===== config.mk =====
export PLATFORM = sky130hd
export DESIGN_NAME = seq_detect_sched
export DESIGN_NICKNAME = d
export VERILOG_FILES = /design/src/rtl/seq_detect_sched.sv
export SDC_FILE = /design/constraint.sdc
export NUM_CORES = 1
export LEC_CHECK = 0
export ABC_AREA = 1
export CELL_PAD_IN_SITES_DETAIL_PLACEMENT = 0
export CELL_PAD_IN_SITES_GLOBAL_PLACEMENT = 1
export CORE_UTILIZATION = 42
export CTS_CLUSTER_DIAMETER = 150
export DETAILED_ROUTE_END_ITERATION = 16
export HOLD_SLACK_MARGIN = 0.06
export PLACE_DENSITY = 0.91
export SLEW_MARGIN = 20
export SYNTH_ARGS = -nofsm -noshare
export SYNTH_HDL_FRONTEND = slang
export SYNTH_SLANG_ARGS = --single-unit

===== constraint.sdc =====
create_clock -name clk -period 3.4 [get_ports clk]
set_input_delay 0.51 -clock clk [delete_from_list [all_inputs] [get_ports clk]]
set_output_delay 0.51 -clock clk [all_outputs]
set_load 0.02 [all_outputs]

===== src/rtl/seq_detect_sched.sv =====
// ---------------------------------------------------------------------------
// seq_detect_sched
//   Time-shares one programmable serial pattern matcher across NUM_CH bit
//   lanes. A round-robin arbiter grants at most one valid lane per cycle. The
//   granted bit is shifted into that lane's private history register, and the
//   shared comparator checks the new history against the configured pattern.
//   A match is reported one cycle later, tagged with the lane ID.
//   The reset configuration (pattern 2'b11, length 2) is the classic "11"
//   detector.
//
// Ports
//   clk, reset        clock, asynchronous active-high reset
//   enable            run request; low returns the engine to IDLE
//   cfg_load          latch cfg_pattern / cfg_len (honoured in IDLE only)
//   cfg_pattern       pattern, bit cfg_len-1 oldest, bit 0 newest
//   cfg_len           pattern length (0 -> 1, >PAT_W -> PAT_W)
//   in_valid, in_bit  per-lane valid and data bit
//   in_ready          one-hot grant (combinational)
//   match_valid       registered match pulse
//   match_ch          lane that produced the match
//   busy              high while in ARM or RUN
//   cnt_sel, cnt_clr  match-counter read select / clear-all
//   cnt_data          match count of lane cnt_sel
//
// Build option
//   MATCH_CNT_EN      when defined, adds per-lane saturating 8-bit match
//                     counters. When undefined, cnt_data is tied to 0.
// ---------------------------------------------------------------------------
module seq_detect_sched #(
  parameter  int NUM_CH = 4,
  parameter  int PAT_W  = 8,
  localparam int CH_W   = $clog2(NUM_CH)
) (
  input  logic              clk,
  input  logic              reset,
  input  logic              enable,
  input  logic              cfg_load,
  input  logic [PAT_W-1:0]  cfg_pattern,
  input  logic [3:0]        cfg_len,
  input  logic [NUM_CH-1:0] in_valid,
  input  logic [NUM_CH-1:0] in_bit,
  output logic [NUM_CH-1:0] in_ready,
  output logic              match_valid,
  output logic [CH_W-1:0]   match_ch,
  output logic              busy,
  input  logic [CH_W-1:0]   cnt_sel,
  input  logic              cnt_clr,
  output logic [7:0]        cnt_data
);

  localparam int                FILL_W   = $clog2(PAT_W + 1);
  localparam logic [FILL_W-1:0] FILL_MAX = FILL_W'(PAT_W);

  typedef enum logic [1:0] {
    IDLE,
    ARM,
    RUN
  } state_t;

  state_t             state_q, state_d;
  logic [PAT_W-1:0]   pat_q, pat_d;
  logic [FILL_W-1:0]  len_q, len_d;
  logic [CH_W-1:0]    rr_q, rr_d;
  logic [PAT_W-1:0]   hist_q [NUM_CH];
  logic [PAT_W-1:0]   hist_d [NUM_CH];
  logic [FILL_W-1:0]  fill_q [NUM_CH];
  logic [FILL_W-1:0]  fill_d [NUM_CH];
  logic               match_valid_q, match_valid_d;
  logic [CH_W-1:0]    match_ch_q, match_ch_d;
  logic               busy_q, busy_d;

  // Round-robin arbitration: first valid lane at or above the pointer, with wrap.
  logic               grant_any;
  logic [CH_W-1:0]    grant_idx;

  always_comb begin
    int unsigned idx;
    idx       = 0;
    grant_any = 1'b0;
    grant_idx = '0;
    in_ready  = '0;
    if (state_q == RUN) begin
      for (int unsigned i = 0; i < NUM_CH; i++) begin
        idx = (32'(rr_q) + i) % NUM_CH;
        if (!grant_any && in_valid[idx]) begin
          grant_any = 1'b1;
          grant_idx = CH_W'(idx);
        end
      end
      if (grant_any) begin
        in_ready[grant_idx] = 1'b1;
      end
    end
  end

  // Shared comparator, evaluated on the post-shift history of the granted lane.
  logic [PAT_W-1:0]   hist_new;
  logic [FILL_W-1:0]  fill_new;
  logic [PAT_W-1:0]   len_mask;
  logic               match_hit;

  always_comb begin
    hist_new = {hist_q[grant_idx][PAT_W-2:0], in_bit[grant_idx]};
    fill_new = (fill_q[grant_idx] == FILL_MAX) ? FILL_MAX
                                               : fill_q[grant_idx] + FILL_W'(1);
    len_mask = '0;
    for (int unsigned b = 0; b < PAT_W; b++) begin
      len_mask[b] = (b < 32'(len_q));
    end
    match_hit = (fill_new >= len_q) && (((hist_new ^ pat_q) & len_mask) == '0);
  end

  // Length clamp for cfg_load.
  logic [31:0]        cfg_len_u;
  logic [FILL_W-1:0]  cfg_len_clamped;

  assign cfg_len_u = 32'(cfg_len);

  always_comb begin
    if (cfg_len_u == 32'd0) begin
      cfg_len_clamped = FILL_W'(1);
    end else if (cfg_len_u > PAT_W) begin
      cfg_len_clamped = FILL_MAX;
    end else begin
      cfg_len_clamped = FILL_W'(cfg_len_u);
    end
  end

  // Next-state logic for the controller and all lane state.
  always_comb begin
    state_d       = state_q;
    pat_d         = pat_q;
    len_d         = len_q;
    rr_d          = rr_q;
    hist_d        = hist_q;
    fill_d        = fill_q;
    match_valid_d = 1'b0;
    match_ch_d    = match_ch_q;

    case (state_q)
      IDLE: begin
        if (cfg_load) begin
          pat_d = cfg_pattern;
          len_d = cfg_len_clamped;
        end
        if (enable) begin
          state_d = ARM;
        end
      end
      ARM: begin
        for (int unsigned ch = 0; ch < NUM_CH; ch++) begin
          hist_d[ch] = '0;
          fill_d[ch] = '0;
        end
        state_d = enable ? RUN : IDLE;
      end
      RUN: begin
        // A grant issued in the cycle enable drops still completes.
        if (grant_any) begin
          hist_d[grant_idx] = hist_new;
          fill_d[grant_idx] = fill_new;
          rr_d              = CH_W'((32'(grant_idx) + 32'd1) % NUM_CH);
          if (match_hit) begin
            match_valid_d = 1'b1;
            match_ch_d    = grant_idx;
          end
        end
        if (!enable) begin
          state_d = IDLE;
        end
      end
      default: begin
        state_d = IDLE;
      end
    endcase

    busy_d = (state_d != IDLE);
  end

  always_ff @(posedge clk or posedge reset) begin
    if (reset) begin
      state_q       <= IDLE;
      pat_q         <= PAT_W'(3);
      len_q         <= FILL_W'(2);
      rr_q          <= '0;
      match_valid_q <= 1'b0;
      match_ch_q    <= '0;
      busy_q        <= 1'b0;
      for (int unsigned ch = 0; ch < NUM_CH; ch++) begin
        hist_q[ch] <= '0;
        fill_q[ch] <= '0;
      end
    end else begin
      state_q       <= state_d;
      pat_q         <= pat_d;
      len_q         <= len_d;
      rr_q          <= rr_d;
      match_valid_q <= match_valid_d;
      match_ch_q    <= match_ch_d;
      busy_q        <= busy_d;
      for (int unsigned ch = 0; ch < NUM_CH; ch++) begin
        hist_q[ch] <= hist_d[ch];
        fill_q[ch] <= fill_d[ch];
      end
    end
  end

  assign match_valid = match_valid_q;
  assign match_ch    = match_ch_q;
  assign busy        = busy_q;

`ifdef MATCH_CNT_EN
  logic [7:0] cnt_q [NUM_CH];
  logic [7:0] cnt_d [NUM_CH];

  // Clear has priority over an increment in the same cycle.
  always_comb begin
    cnt_d = cnt_q;
    if (cnt_clr) begin
      for (int unsigned ch = 0; ch < NUM_CH; ch++) begin
        cnt_d[ch] = '0;
      end
    end else if (match_valid_d && (cnt_q[grant_idx] != 8'hFF)) begin
      cnt_d[grant_idx] = cnt_q[grant_idx] + 8'd1;
    end
  end

  always_ff @(posedge clk or posedge reset) begin
    if (reset) begin
      for (int unsigned ch = 0; ch < NUM_CH; ch++) begin
        cnt_q[ch] <= '0;
      end
    end else begin
      for (int unsigned ch = 0; ch < NUM_CH; ch++) begin
        cnt_q[ch] <= cnt_d[ch];
      end
    end
  end

  assign cnt_data = (32'(cnt_sel) < NUM_CH) ? cnt_q[cnt_sel] : '0;
`else
  logic unused_cnt;
  assign unused_cnt = ^{cnt_sel, cnt_clr};
  assign cnt_data   = '0;
`endif

endmodule

==> results of run 1 <==
## power by group
| group | switching, uW | internal [uW] | leakage (uW) |
|---|---|---|---|
| combinational | 986 | 659 | 0.00134 |
| sequential | 66.0 | 855 | 0.000858 |
| clock | 291 | 281 | 0.0000861 |
| total | 1340 | 1800 | 0.00229 |
## timing repair
action,in CTS,in global routing
pin swaps,0,6
resized for setup,1,32
setup endpoints to repair,1,5
setup buffers,0,11
endpoints found under the hold margin,0,0
## worst max-delay path, delay by kind of cell
kind                   cells  cell delay (ns)
buffers and inverters      7             1.63
AND/OR/NAND/NOR            7             0.64
## layer usage
metal,vias up,track usage (%),part of all wire [%]
li1,1717,-,-
met1,1609,27.9,44
met2,83,34.0,49
met3,10,4.12,5.2
met4,0,8.38,1.3
met5,-,0,0
## cell families after synthesis
logic type | count (synthesis) | share of synthesized area (%)
buf+inv | 91 | 11.1
other cells | 1 | 0.0993
fa+ha+maj | 8 | 2.65
compound gates | 85 | 13.7
simple gates | 241 | 29.9
flops | 64 | 42.5
## stage by stage
step                      worst slack [ns]  std cells  setup TNS [ns]  power, uW
final                               0.0859        670               0       3140
after global placement              -0.250        643          -0.727       2360
after global routing               -0.0836        670          -0.235       3390
after CTS                           0.0300        659               0       2960
after detailed placement            -0.296        643          -0.831       2390
after floorplan                      0.331        497               0       1950
## registers in the layout (all words and copies together), names as in the netlist
name and count:
len_q 4, match_valid 1, rr_q 2, state_q 2, busy 1, fill_q 16, pat_q 8, match_ch 2
hist_q 28
## cells in the final DEF, fill, tap and decap left out, types with 13 or more instances in the layout
cell type	count
nor2_1	13
buf_4	38
clkdlybuf4s50_1	28
o21ai_0	33
inv_1	52
o22ai_1	20
nand2_1	126
dfrtp_1	60
nand2_2	18
nand3_1	61
## worst paths after layout
check / from / end / slack, ns
max: in_valid[1] / in_ready[3] / 0.09
max in group asynchronous: reset / rr_q[0]$_DFFE_PP0P_ / 2.14
min reg2reg: state_q[1]$_DFF_PP0_ / state_q[0]$_DFF_PP0_ / 0.49
max reg2reg: rr_q[0]$_DFFE_PP0P_ / match_ch[0]$_DFFE_PP0P_ / 0.21
min in group asynchronous: reset / len_q[0]$_DFFE_PP0P_ / 0.62
min: state_q[1]$_DFF_PP0_ / state_q[0]$_DFF_PP0_ / 0.49
## final cells by class
cell class | instances | area, um2 | area share (%)
Tap cell | 108 | 135 | 2.89
Inverter | 67 | 264 | 5.65
Clock inverter | 4 | 22.5 | 0.482
Timing Repair Buffer | 73 | 657 | 14.1
Clock buffer | 12 | 145 | 3.11
Multi-Input combinational cell | 342 | 1840 | 39.4
Sequential cell | 64 | 1610 | 34.4
==> run_results.csv, run 1 <==
group,metric,value,unit
die,initial_core_util,43.3,%
drt,routed_wl,9360,um
layout,fill_cells,829,
worst_setup_path,critPathLaunchType,"input port",
clock_tree,cts.clk_slew.worst_paths,0.06,ns
worst_setup_path,crit_chain,"clkdlybuf4s50_1 > inv_1 > nand2_1 > nand3_1 > nand2_2 > inv_2 > nand3_2 > nand2_4 > inv_4 > nand2_8 > buf_4 > buf_4 > nor2_1 > clkdlybuf4s50_1",
synthesis,yosysTopAreaCellShare,40.4,%
drt,drc,0,
clock_tree,cts_buffer_depth,2,
worst_hold_path,hold_class,"reg2reg",
clock_tree,cts_made_buffers,9,
layout,fin_nets,592,
timing,final_hold_viol_count,0,
timing,fmax,302,MHz
worst_setup_path,cp_max_fo,18,
worst_setup_path,reg2regPathDepth,26,
timing,setup-violations-final,0,
drt,vias,3419,
worst_setup_path,crit_arrival,2.80,ns
global_routing,grt_pass1_vias,3306,
synthesis,yosysSeqAreaShare,42.5,%
synthesis,synthTopCellsByCount,"nand2_1, nand3_1, dfrtp_1",
worst_setup_path,end_kind,"output port",
flow_run,maxCapViolations,0,
pwr,p_per_area,672,nW/um2
clock_tree,cts_htree_levels,3,
placed_design,hpwl,6760,um
synthesis,synth-seq-cells,64,
timing,tightest_slew,0.983,ns
layout,drive_gt1_share,22.1,%
clock_tree,cts_tree,"built",
die,die_area,9380,um2
clock_tree,clk_latency,0.35,ns
timing,rsz0062_at_grt,"true",
worst_hold_path,worst_hold_path.num_cells,1,
synthesis,avgSynthCellArea,7.71,um2
status,status,"finished, final reports clean",
pwr,ir_drop,0.000213,V
clock_tree,cts_hold_buf,0,
worst_setup_path,required,2.89,ns
timing,hold_ws,0.486,ns
synthesis,yosys_warnings,0,
synthesis,synth.distinct_cells,35,
die,die_w,96.8,um
synthesis,post-synth-top-area-cell,"dfrtp_1",
worst_setup_path,cp_slowest_stage_delay,0.61,ns
global_routing,antenna_found_initial,0,
drt,postRouteAntennaNets,0,
synthesis,synth_top_cells_by_area,"dfrtp_1, nand2_1, nand3_1",
clock_tree,cts-root-buf,"clkbuf_8",
synthesis,synth_ff_type,"dfrtp_1",
placed_design,gp_congestion,0.829,
global_routing,grt_max_degree,38,
layout,finish.utilization,53.6,%
die,rows,34,
timing,slew_headroom,34.3,%
drt,dr.first_iter.drc_count,152,
layout,area_growth,23.7,%
global_routing,grt-ovfl-total,0,
die,ioPinCount,43,
layout,diodes,0,
drt,routedWlPerCell,14.0,um
pwr,p_leak,0.00229,uW
timing,maxSlewViolCount,0,
worst_setup_path,crit_type,"in2out",
synthesis,async_flop_share,100,%
worst_setup_path,slowest_stage,"clkdlybuf4s50_1",
synthesis,synth_edf_count,0,
die,core-area,8720,um2
die,die_y,96.8,um
drt,routed_via_density,5.10,
timing,finalCritPeriodShare,97.5,%
global_routing,grt_usage,21.1,%
synthesis,syn_inst,490,
timing,finClkSkew,0.0113,ns
timing,period_needed,3.31,ns
placed_design,placed_cell_area,4330,um2
layout,design_area,4670,um2
synthesis,syn_area,3780,um2
global_routing,grt_pass1_wl,15700,um
clock_tree,clock-sinks,64,
placed_design,port_buffers,31,
synthesis,yosysMostFrequentCell,"nand2_1",
drt,first_pass_iters,4,
Power figures use the tool's default switching activity.
==> run 2, diff against run 1 <==
--- a/config.mk
+++ b/config.mk
@@ -11,8 +11,10 @@
 export CORE_UTILIZATION = 42
 export CTS_CLUSTER_DIAMETER = 150
 export DETAILED_ROUTE_END_ITERATION = 16
+export GPL_ROUTABILITY_DRIVEN = 0
 export HOLD_SLACK_MARGIN = 0.06
 export PLACE_DENSITY = 0.91
+export SKIP_CTS_REPAIR_TIMING = 1
 export SLEW_MARGIN = 20
 export SYNTH_ARGS = -nofsm -noshare
 export SYNTH_HDL_FRONTEND = slang
==> run_results.csv, run 2 (synthesized netlist as in run 1, its figures left out) <==
group,metric,value,unit
status,status,"finished, final reports clean",
layout,largest_reg_flops,28,
layout,top_regs,"hist_q (28), fill_q (16), pat_q (8)",
worst_setup_path,critPathLaunchType,"flop",
clock_tree,cts_made_buffers,9,
worst_hold_path,hold_class,"reg2reg",
timing,period_needed,3.34,ns
clock_tree,cts_buffer_depth,2,
worst_setup_path,crit_arrival,2.83,ns
drt,drc,0,
worst_setup_path,rrSetupSlack,0.17,ns
global_routing,grt_max_degree,38,
pwr,swShare,43.5,%
clock_tree,clk_latency,0.35,ns
timing,setup_ws,0.0601,ns
timing,finClkSkew,0.0106,ns
die,ioPinCount,43,
layout,drive_gt1_share,25.1,%
pwr,p_int,1840,uW
timing,final_hold_viol_count,0,
timing,fmax,299,MHz
layout,diodes,0,
worst_hold_path,hold_path_end,"state_q[0]$_DFF_PP0_",
worst_setup_path,r2r_end,"match_ch[0]$_DFFE_PP0P_",
worst_setup_path,crit_buf_inv,6,
drt,postRouteAntennaNets,0,
die,die_w,96.8,um
placed_design,pre_cts_ws,-0.296,ns
timing,rsz0062_at_grt,"true",
clock_tree,cts_tree,"built",
layout,fin_cells,674,
die,core-area,8720,um2
global_routing,grt_pass1_wl,15700,um
worst_setup_path,end_kind,"output port",
pwr,seqPwrFrac,28.4,%
global_routing,antenna_found_initial,0,
global_routing,busiest_layer,"met2",
drt,vias,3485,
worst_setup_path,crit_type,"reg2out",
layout,mostFrequentLayoutCell,"nand2_1",
die,rows,34,
drt,routedWlPerCell,14.4,um
layout,finish.utilization,54.6,%
die,initial_core_util,43.3,%
layout,fin_nets,596,
worst_setup_path,required,2.89,ns
clock_tree,clock-sinks,64,
layout,fill_cells,812,
clock_tree,cts_htree_levels,3,
global_routing,use_met1,28.0,%
clock_tree,cts-root-buf,"clkbuf_8",
pwr,ir_drop,0.000228,V
timing,tightest_slew,1.01,ns
timing,finalCritPeriodShare,98.2,%
die,die_y,96.8,um
pwr,p_leak,0.00232,uW
layout,top_register,"hist_q",
worst_hold_path,worst_hold_path.num_cells,1,
worst_setup_path,slowest_stage,"clkdlybuf4s50_1",
pwr,p_sw,1410,uW
worst_setup_path,cp_max_fo,21,
global_routing,grt_util_met2,33.9,%
placed_design,hpwl,6760,um
worst_setup_path,cp_slowest_stage_delay,0.59,ns
worst_setup_path,crit_chain,"buf_4 > nand2_2 > nand3_2 > nand2_2 > inv_2 > nand3_2 > nand2_4 > nor2_4 > buf_4 > buf_6 > nand2_1 > inv_1 > clkdlybuf4s50_1",
placed_design,port_buffers,31,
pwr,combPwrFrac,53.9,%
drt,routed_via_density,5.17,
pwr,p_per_area,683,nW/um2
global_routing,grt_pass1_vias,3283,
global_routing,grt_usage,21.1,%
global_routing,grt_util_met3,4.12,%
timing,maxSlewViolCount,0,
drt,routed_wl,9690,um
layout,most-common-layout-cells,"nand2_1, nand3_1, dfrtp_1",
pwr,clkPwrFrac,17.7,%
flow_run,maxCapViolations,0,
worst_setup_path,reg2regPathDepth,25,
drt,first_pass_iters,5,
drt,dr.first_iter.drc_count,158,
worst_setup_path,cp_top_family,"buffers and inverters",
worst_setup_path,r2r_start,"rr_q[0]$_DFFE_PP0P_",
layout,area_growth,26.0,%
timing,slew_headroom,32.7,%
placed_design,place_inst,643,
timing,setup-violations-final,0,
clock_tree,cts.clk_slew.worst_paths,0.07,ns
global_routing,grt-ovfl-total,0,
die,die_area,9380,um2
worst_hold_path,worst_hold_startpoint,"state_q[1]$_DFF_PP0_",
## run 2: changes by cell type in the layout (fill, tap and decap cells not counted), sizes merged
cell,change
buf,+3
dlymetal6s2s,+1
nand2,+1
clkdlybuf4s50,-1
## run 2: worst max path at each step
| stage | startpoint | endpoint | slack, ns | depth (start not counted) |
|---|---|---|---|---|
| 5_1_grt | rr_q[0]$_DFFE_PP0P_ | match_ch[0]$_DFFE_PP0P_ | -0.1 | 27 |
| 3_3_place_gp | in_valid[3] | match_ch[1]$_DFFE_PP0P_ | -0.25 | 26 |
| 4_1_cts | in_valid[2] | in_ready[1] | -0.01 | 16 |
| 3_5_place_dp | in_valid[3] | match_ch[0]$_DFFE_PP0P_ | -0.30 | 26 |
| 2_1_floorplan | in_valid[3] | match_ch[1]$_DFFE_PP0P_ | 0.33 | 27 |
| 6_report | rr_q[0]$_DFFE_PP0P_ | in_ready[1] | 0.06 | 13 |
## run 2: metal layers
layer	vias to the layer above	wire, um	share of wire, %
met3	14	387	4.0
li1	1731	-	-
met4	0	165	1.7
met1	1661	4330	45
met5	-	0	0
met2	79	4800	50
## run 2: cell type report
class	instances	area, um2	area share, %
repair buffers	76	686	14.4
flip-flops and latches	64	1610	33.8
multi-input cells	343	1890	39.7
inverters	67	272	5.70
well taps	108	135	2.84
clock buffers	12	145	3.05
clock inverters	4	22.5	0.473
## run 2: metrics by stage
stage               hold slack (ns)  power, uW  instance area, um2  TNS [ns]
finish                        0.487       3250                4760         0
global route                  0.507       3510                4760    -0.305
CTS                           0.488       2960                4500   -0.0108
detailed placement            0.470       2390                4330    -0.831
global placement              0.459       2360                4330    -0.727
floorplan                     0.451       1950                3800         0
## run 2: worst reg2reg max path, stage by stage (launching register included)
cell and delay [ns]:
dfrtp_2 0.48, buf_4 0.17, nand2_2 0.08, nand3_2 0.10, nand2_2 0.11, inv_2 0.06, nand3_2 0.08, nand2_4 0.09
inv_6 0.12, nand2_8 0.06, o211ai_1 0.27, o21ai_4 0.13, inv_2 0.07, nor2_1 0.03, or2_4 0.23, inv_2 0.05
ha_1 0.20, a21boi_2 0.15, o21ai_1 0.11, nand2_1 0.07, a21oi_2 0.11, nor2_1 0.05, nand2_1 0.07, inv_2 0.07
nand4_1 0.09, nand2_1 0.06
## run 2: power by group through the flow
stage	logic [uW]	clock network [uW]	registers, uW
final	1750	575	923
after global routing	1960	615	934
after CTS	1460	576	921
after detailed placement	1460	0	936
after global placement	1430	0	934
after floorplan	1050	0	908
==> run 3, diff against run 2 <==
--- a/config.mk
+++ b/config.mk
@@ -8,6 +8,7 @@
 export ABC_AREA = 1
 export CELL_PAD_IN_SITES_DETAIL_PLACEMENT = 0
 export CELL_PAD_IN_SITES_GLOBAL_PLACEMENT = 1
+export CORE_MARGIN = 2
 export CORE_UTILIZATION = 42
 export CTS_CLUSTER_DIAMETER = 150
 export DETAILED_ROUTE_END_ITERATION = 16
==> run_results.csv, run 3 (synthesized netlist as in run 1, its figures left out) <==
group,metric,value,unit
layout,mostFrequentLayoutCell,"nand2_1",
global_routing,grt_max_degree,47,
timing,fmax,309,MHz
worst_setup_path,cp_slowest_stage_delay,0.59,ns
global_routing,grt-ovfl-total,0,
die,rows,34,
worst_setup_path,crit_path_frequent_cell,"nand2_1",
layout,multi_input_area,1830,um2
timing,rsz0062_at_grt,"true",
layout,most-common-layout-cells,"nand2_1, nand3_1, dfrtp_1",
layout,largest_reg_flops,28,
drt,drc,0,
global_routing,grt_usage,20.1,%
die,ioPinCount,43,
worst_setup_path,required,2.89,ns
clock_tree,cts_htree_levels,3,
layout,diodes,0,
clock_tree,cts_buffer_depth,2,
worst_setup_path,crit_arrival,2.73,ns
layout,seqCellArea,1610,um2
pwr,p_leak,0.00233,uW
flow_run,maxCapViolations,0,
drt,met1_length,4410,um
drt,routed.top_layer,"met4",
die,die_area,9770,um2
drt,wl_met2,4440,um
drt,routed_wl,9380,um
layout,drive_gt1_share,22.7,%
timing,final_hold_viol_count,0,
drt,met3_length,341,um
timing,fin_setup_tns,0,ns
placed_design,place_inst,650,
drt,dr.first_iter.drc_count,220,
drt,first_pass_iters,4,
layout,fin_nets,595,
worst_setup_path,cp_max_fo,17,
drt,postRouteAntennaNets,0,
global_routing,grt_pass1_wl,15600,um
pwr,p_per_area,707,nW/um2
worst_setup_path,end_kind,"output port",
placed_design,port_buffers,31,
die,die_w,98.8,um
worst_setup_path,slowest_stage,"clkdlybuf4s50_1",
global_routing,grt_pass1_vias,3249,
timing,maxSlewViolCount,0,
die,die_y,98.8,um
layout,area_growth,25.2,%
clock_tree,clock-sinks,64,
die,initial_core_util,43.3,%
timing,finalCritPeriodShare,95.2,%
worst_setup_path,crit_type,"reg2out",
timing,finClkSkew,0.00964,ns
layout,fill_cells,807,
timing,period_needed,3.24,ns
placed_design,hpwl,6790,um
worst_setup_path,crit_chain,"buf_6 > inv_8 > nand2_1 > nand2_1 > nand2_1 > nand2_2 > nor2_4 > nand3_2 > nand2_4 > nor2_4 > buf_4 > buf_6 > nand2_1 > inv_1 > clkdlybuf4s50_1",
worst_setup_path,critPathLaunchType,"flop",
clock_tree,cts_tree,"built",
status,status,"finished, final reports clean",
layout,top_register,"hist_q",
layout,finish.utilization,54.2,%
clock_tree,cts.clk_slew.worst_paths,0.07,ns
global_routing,antenna_found_initial,0,
timing,setup-violations-final,0,
pwr,ir_drop,0.000300,V
worst_hold_path,hold_class,"reg2reg",
timing,tightest_slew,0.957,ns
clock_tree,cts-root-buf,"clkbuf_8",
layout,fin_cells,673,
clock_tree,cts_made_buffers,9,
layout,top_regs,"hist_q (28), fill_q (16), pat_q (8)",
drt,routedWlPerCell,13.9,um
timing,slew_headroom,36.1,%
clock_tree,clk_latency,0.35,ns
drt,routed_via_density,5.12,
drt,vias,3443,
die,core-area,8720,um2
==> run 3: path summary, 6_finish.rpt <==
kind,startpoint,to,slack (ns),depth (start not counted)
worst min register to register,match_ch[1]$_DFFE_PP0P_,match_ch[1]$_DFFE_PP0P_,0.48,2
min in group asynchronous,reset,pat_q[5]$_DFFE_PP0P_,0.69,2
worst max register to register,rr_q[0]$_DFFE_PP0P_,match_ch[0]$_DFFE_PP0P_,0.21,25
max in group asynchronous,reset,rr_q[1]$_DFFE_PP0P_,1.98,3
worst min-delay path,match_ch[1]$_DFFE_PP0P_,match_ch[1]$_DFFE_PP0P_,0.48,2
worst max-delay path,rr_q[0]$_DFFE_PP0P_,in_ready[1],0.16,15
==> run 3: metrics by stage <==
| step | setup WS, ns | area [um2] | total power (uW) | hold slack (ns) |
|---|---|---|---|---|
| after global routing | -0.0407 | 4730 | 3580 | 0.511 |
| final | 0.164 | 4730 | 3340 | 0.484 |
| after floorplan | 0.331 | 3800 | 1950 | 0.451 |
| after detailed placement | -0.252 | 4370 | 2430 | 0.471 |
| after global placement | -0.223 | 4370 | 2380 | 0.460 |
| after CTS | 0.00485 | 4600 | 3210 | 0.487 |
==> run 3: final cells by class <==
class	count	area share, %
well taps	108	2.86
repair buffers	76	14.0
clock buffers	13	2.94
clock inverters	3	1.90
inverters	67	5.63
flip-flops and latches	64	34.0
multi-input cells	342	38.7
==> run 3: power by group <==
group | switching (uW) | leakage [uW] | internal, uW | total, uW
combinational | 1000 | 0.00136 | 650 | 1650
sequential | 53.9 | 0.000858 | 855 | 909
clock | 294 | 0.000112 | 489 | 782
total | 1350 | 0.00233 | 1990 | 3340
==> run 3: critical path, delay by kind of cell, from the launching register on <==
| kind | cells | cell delay (ns) |
|---|---|---|
| buffers and inverters | 6 | 1.20 |
| and+or+nand+nor | 9 | 0.78 |
| DFF | 1 | 0.39 |
==> run 3: metal layers <==
metal | global-route usage (%) | vias to the layer above
met2 | 31.5 | 69
li1 | - | 1724
met1 | 28.6 | 1632
met5 | 0 | -
met3 | 3.19 | 18
met4 | 6.95 | 0
